$ cat config.mk
export PLATFORM = sky130hd
export DESIGN_NAME = ma_inverse
export DESIGN_NICKNAME = d
export VERILOG_FILES = /design/src/rtl/ma_inverse.sv
export SDC_FILE = /design/constraint.sdc
export NUM_CORES = 1
export LEC_CHECK = 0
export BUFFER_PORTS_ARGS = -buffer_cell sky130_fd_sc_hd__buf_2
export CAP_MARGIN = 10
export CORE_AREA = 2 2 210 129
export DETAILED_ROUTE_END_ITERATION = 16
export DIE_AREA = 0 0 212 131
export PLACE_DENSITY = 0.76
export SLEW_MARGIN = 15
export SYNTH_ARGS = -nofsm -noshare
export SYNTH_HDL_FRONTEND = slang
export SYNTH_SLANG_ARGS = --single-unit
$ cat constraint.sdc
create_clock -name clk -period 10.3 [get_ports clk]
set_input_delay 1.545 -clock clk [delete_from_list [all_inputs] [get_ports clk]]
set_output_delay 1.545 -clock clk [all_outputs]
set_load 0.01 [all_outputs]
$ cat src/rtl/ma_inverse.sv
// Inverse of the recursive moving-average filter: rebuilds x[n] from the filtered stream y[n]
// using x[n] = x[n-N] + ((y[n] - y[n-1]) >>> SHIFT), all modular, behind valid/ready.
module ma_inverse #(
  parameter int unsigned WINDOW_SIZE = 8,
  parameter int unsigned SHIFT       = 1,
  parameter int unsigned DATA_W      = 32,
  parameter int unsigned SUM_W       = DATA_W + SHIFT
) (
  input  logic              clk,
  input  logic              rst_n,
  input  logic              in_valid,
  output logic              in_ready,
  input  logic [SUM_W-1:0]  in_data,
  output logic              out_valid,
  input  logic              out_ready,
  output logic [DATA_W-1:0] out_data,
  output logic              align_err,
  output logic [15:0]       sample_cnt
);

  logic [DATA_W-1:0] x_d_q [WINDOW_SIZE];
  logic [SUM_W-1:0]  y_prev_q;
  logic              out_valid_q, out_valid_d;
  logic [DATA_W-1:0] out_data_q;
  logic              align_err_q, align_err_d;
  logic [15:0]       sample_cnt_q;

  logic              accept;
  logic [SUM_W-1:0]  diff;
  logic [DATA_W-1:0] x_new;
  logic              misalign;

  assign in_ready = !out_valid_q || out_ready;
  assign accept   = in_valid && in_ready;
  assign diff     = in_data - y_prev_q;
  // Dropping the low SHIFT bits of the SUM_W-wide difference is the arithmetic shift,
  // already truncated to DATA_W bits.
  assign x_new    = diff[SUM_W-1:SHIFT] + x_d_q[WINDOW_SIZE-1];

  if (SHIFT > 0) begin : g_align
    assign misalign = |diff[SHIFT-1:0];
  end else begin : g_no_align
    assign misalign = 1'b0;
  end

  always_comb begin
    out_valid_d = out_valid_q;
    if (accept) begin
      out_valid_d = 1'b1;
    end else if (out_ready) begin
      out_valid_d = 1'b0;
    end
    align_err_d = align_err_q | (accept & misalign);
  end

  always_ff @(posedge clk) begin
    if (!rst_n) begin
      for (int unsigned i = 0; i < WINDOW_SIZE; i++) begin
        x_d_q[i] <= '0;
      end
      y_prev_q     <= '0;
      out_valid_q  <= 1'b0;
      out_data_q   <= '0;
      align_err_q  <= 1'b0;
      sample_cnt_q <= '0;
    end else begin
      out_valid_q <= out_valid_d;
      align_err_q <= align_err_d;
      if (accept) begin
        out_data_q <= x_new;
        y_prev_q   <= in_data;
        x_d_q[0]   <= x_new;
        for (int unsigned i = 1; i < WINDOW_SIZE; i++) begin
          x_d_q[i] <= x_d_q[i-1];
        end
        sample_cnt_q <= sample_cnt_q + 16'd1;
      end
    end
  end

  assign out_valid  = out_valid_q;
  assign out_data   = out_data_q;
  assign align_err  = align_err_q;
  assign sample_cnt = sample_cnt_q;

endmodule

==> impl_summary.md <==
Die
Row generation in the floorplan step produced 46 rows. The area inside the core boundary is between 20000 and 30000 µm². The number of top-level pins is just under 90. The horizontal die dimension is around 210 µm. Measured along the y axis, the die boundary spans ~130 µm. The initial standard-cell utilization of the core is 60.1%. The floorplan step defined a die boundary enclosing about 28000 µm².

Setup path
At the worst endpoint, the arrival time is 5.74 ns. The type of origin of the critical path is an input pin. The internal reg-to-reg setup slack is 5.62 ns. For the worst setup path, the data required time is 10.64 ns. The worst setup path is captured at a flop. The worst setup path is of the input pin to flop kind. In this run the worst path has a maximum fanout of 6.

Timing
In this run the tightest slew margin relative to its limit is between 30% and 40%. The post-route fraction of the period consumed by the critical path is roughly 52%. For the pin with the worst max-slew slack, the measured transition is approximately 0.93 ns. The number of max-slew violations in the final report was 0.

Hold is met by roughly 0.44 ns. Setup repair after global routing left no endpoint under its margin. Setup violations remaining at the end of the flow were counted as 0. Based on the critical path, the design can be clocked at up to 185 MHz. The minimum clock period after layout is 5.40 ns. The total negative slack is 0 ns.

The worst clock skew is 0.0112 ns. Across all setup checks in the final design, the least slack found is a little under 5 ns. The number of hold violations in the final report was 0.

Drt
For this block, the routed nets add up to about 31 mm of wire. For this run, design rule violations remaining after detail routing come to 0. In this run, the number of DRC markers left after iteration 0 of detailed routing was between 800 and 900. The per-cell routed wire length is 17.3 µm. The per-cell via count in the routed design is 5.48.

The routed layout has between 9000 and 10000 vias. The number of routed nets with antenna violations is 0. Before antenna repair, the detailed router went through 5 iterations.

CTS
CTS placed an instance of clkbuf_16 at the clock tree root. The CTS tree is yes. The register clock-pin slew on the reported worst setup and hold paths is 0.07 ns. Buffers inserted to repair hold after CTS numbered 0. The buffer depth of the longest clock path is 3. The total number of clock tree sinks is 339. Clock latency on the worst-skew pair, taken at its later pin, is just under 0.6 ns.

Clock tree synthesis inserted a total of 31 buffers. In this run the number of H-tree levels came out at 1. The number of setup buffers added after CTS is 0.

Post-CTS repair changed the size of 0 cells.

Power and ir drop
In this run the static leakage power is 0.00734 µW. In this run the power spent charging and discharging nets is ~950 µW. The power density over the cells is between 200 and 250 nW/µm². Cell internal power was estimated by the tool at approximately 2600 µW. The clock network is responsible for approximately a third of the overall power. Of the total power, combinational logic draws around 18%.

The worst supply voltage drop on vdd is 180 µV. Per report_power, the sequential group accounts for 46.8% of the total. Net switching is about 27% of the power.

Layout
The fraction of final layout cells with drive strength greater than 1 is a little under an eighth. The antenna diode instance count is 0. The layout filler cell count is 1910. The area growth from synthesis to layout is 11.9%. For this run, the post-layout net count is ~1500. Summing all multi-input logic gate instances after layout gives a little under 6000 µm². The library cells used most frequently in the layout, excluding fill and tap cells, are 256 x edfxtp_1, 254 x and2_1, 121 x nand2_1, 87 x buf_2, 83 x dfxtp_1. The register area is around 9300 µm². The library cell used most frequently in the layout, excluding fill and tap cells, is edfxtp_1.

Global route
Entering global routing, the biggest net connects approximately 120 pins. The initial antenna violation count is 1. The leftover overflow at the end of global routing is 0.

The number of global-route vias before repair is about 8800. The first-pass GRT wire length is roughly 48 mm. Global routing consumed, over all layers together, around 22% of the routing resources.

Job
The number of violations of the max-capacitance limit is 0.

Placement
The weighted congestion reported at the end of routability-driven placement is a little under 0.9. OpenSTA, run right after detailed placement, puts the worst setup slack at around 4.4 ns. The HPWL after detailed placement is 20.3 mm. The count of buffers added on input and output ports is between 80 and 90.

Logic synthesis
Synthesis produced a netlist with a net count of 1415. The post-synthesis cell count is around 1300. The synthesized area divided by synthesized cell count is between 10 and 15 µm². Counting flops with an async set or reset pin after synthesis yields a share of 0%. The sequential cell area fraction in the yosys report is approximately three fifths. The top flip-flop cell by instance count after synthesis is edfxtp_1. Yosys printed 0 warnings.

The netlist area before placement is between 15000 and 20000 µm². Yosys mapped a number of flops with a built-in enable equal to 256. The number of register bits inferred by synthesis is 339. The count of distinct cell types in the synthesized netlist is 65.

Worst hold path
The path class of the tightest hold or removal check is flop to flop.

Run status
The flow ran to the end, and the final reports show no timing, DRC or antenna violations.
worst paths after layout:
path,startpoint,end,depth (start not counted)
min,out_data[1]$_SDFFE_PN0P_,out_data[1]$_SDFFE_PN0P_,1
max,in_data[3],x_d_q[0][25]$_SDFFCE_PN0P_,17
min reg2reg,out_data[1]$_SDFFE_PN0P_,out_data[1]$_SDFFE_PN0P_,1
max reg2reg,y_prev_q[3]$_SDFFE_PN0P_,x_d_q[0][25]$_SDFFCE_PN0P_,17
state kept, by name (all words and copies together) (netlist names):
signal / count
y_prev_q: 33
x_d_q: 256
out_data: 32
sample_cnt: 16
align_err: 1
out_valid: 1
cell usage after synthesis (5+ instances only):
cell type | count | area share [%]
a21boi_0 | 39 | 1.9
a21o_1 | 52 | 2.5
a21oi_1 | 55 | 1.8
a31oi_1 | 8 | 0.32
and2_1 | 254 | 10
and3_1 | 8 | 0.32
clkbuf_1 | 47 | 1.1
dfxtp_1 | 83 | 11
edfxtp_1 | 256 | 49
ha_1 | 65 | 5.2
inv_1 | 55 | 1.3
nand2_1 | 121 | 2.9
nand2b_1 | 10 | 0.40
nand3_1 | 15 | 0.48
nand4_1 | 11 | 0.44
nor2_1 | 46 | 1.1
o211ai_1 | 8 | 0.39
o21a_1 | 5 | 0.24
o21ai_0 | 27 | 0.87
o21bai_1 | 6 | 0.29
xnor2_1 | 51 | 2.9
xor2_1 | 16 | 0.90
through the flow:
step	std cells	util [%]	cell area [µm²]	power [µW]
6_report	1771	67.2	17400	3520
3_5_place_dp	1713	62.9	16300	2300
5_1_grt	1771	67.2	17400	3670
2_1_floorplan	1311	-	15600	2120
3_3_place_gp	1713	62.9	16300	2290
4_1_cts	1771	67.2	17400	3540
cell type report:
| cell class | count | area share [%] |
|---|---|---|
| flip-flops and latches | 339 | 53.6 |
| clock inverters | 17 | 1.30 |
| clock buffers | 41 | 5.10 |
| multi-input cells | 864 | 33.4 |
| repair buffers | 95 | 2.84 |
| inverters | 55 | 1.23 |
| well taps | 360 | 2.58 |
critical path: stages:
cell,delay [ns]
buf_2,0.11
ha_1,0.37
a21o_1,0.20
a21oi_1,0.18
o221ai_1,0.18
a211o_1,0.38
a31o_2,0.29
xor2_1,0.31
ha_1,0.36
a21oi_1,0.28
o21ai_0,0.20
a311oi_1,0.30
o31a_1,0.30
a21oi_2,0.13
a31oi_1,0.22
xnor2_1,0.17
and2_1,0.20
logic make-up after synthesis:
family / count (synthesis) / synth area share [%]
multiplexers: 4 / 0.257
adder cells (fa/ha/maj): 67 / 5.47
AND/OR/NAND/NOR: 482 / 16.8
AO/OA/AOI/OAI: 243 / 10.9
XOR/XNOR: 68 / 3.91
flip-flops: 339 / 60.0
buffers and inverters: 108 / 2.70
power groups by stage:
| stage | clock (µW) | sequential, µW | combinational (µW) |
|---|---|---|---|
| 2_1_floorplan | 0 | 1690 | 436 |
| 3_3_place_gp | 0 | 1670 | 620 |
| 3_5_place_dp | 0 | 1670 | 628 |
| 4_1_cts | 1260 | 1650 | 634 |
| 5_1_grt | 1310 | 1660 | 705 |
| 6_report | 1230 | 1650 | 641 |
layer usage:
metal | wire [µm] | track usage, % | part of all wire (%) | vias up
li1 | - | - | - | 4736
met1 | 16000 | 36.9 | 52 | 4609
met2 | 11900 | 30.3 | 39 | 326
met3 | 2220 | 4.54 | 7.2 | 39
met4 | 507 | 4.23 | 1.7 | 2
met5 | 13 | 0 | 0.042 | -
No activity file was read; power rests on OpenSTA's default activity.
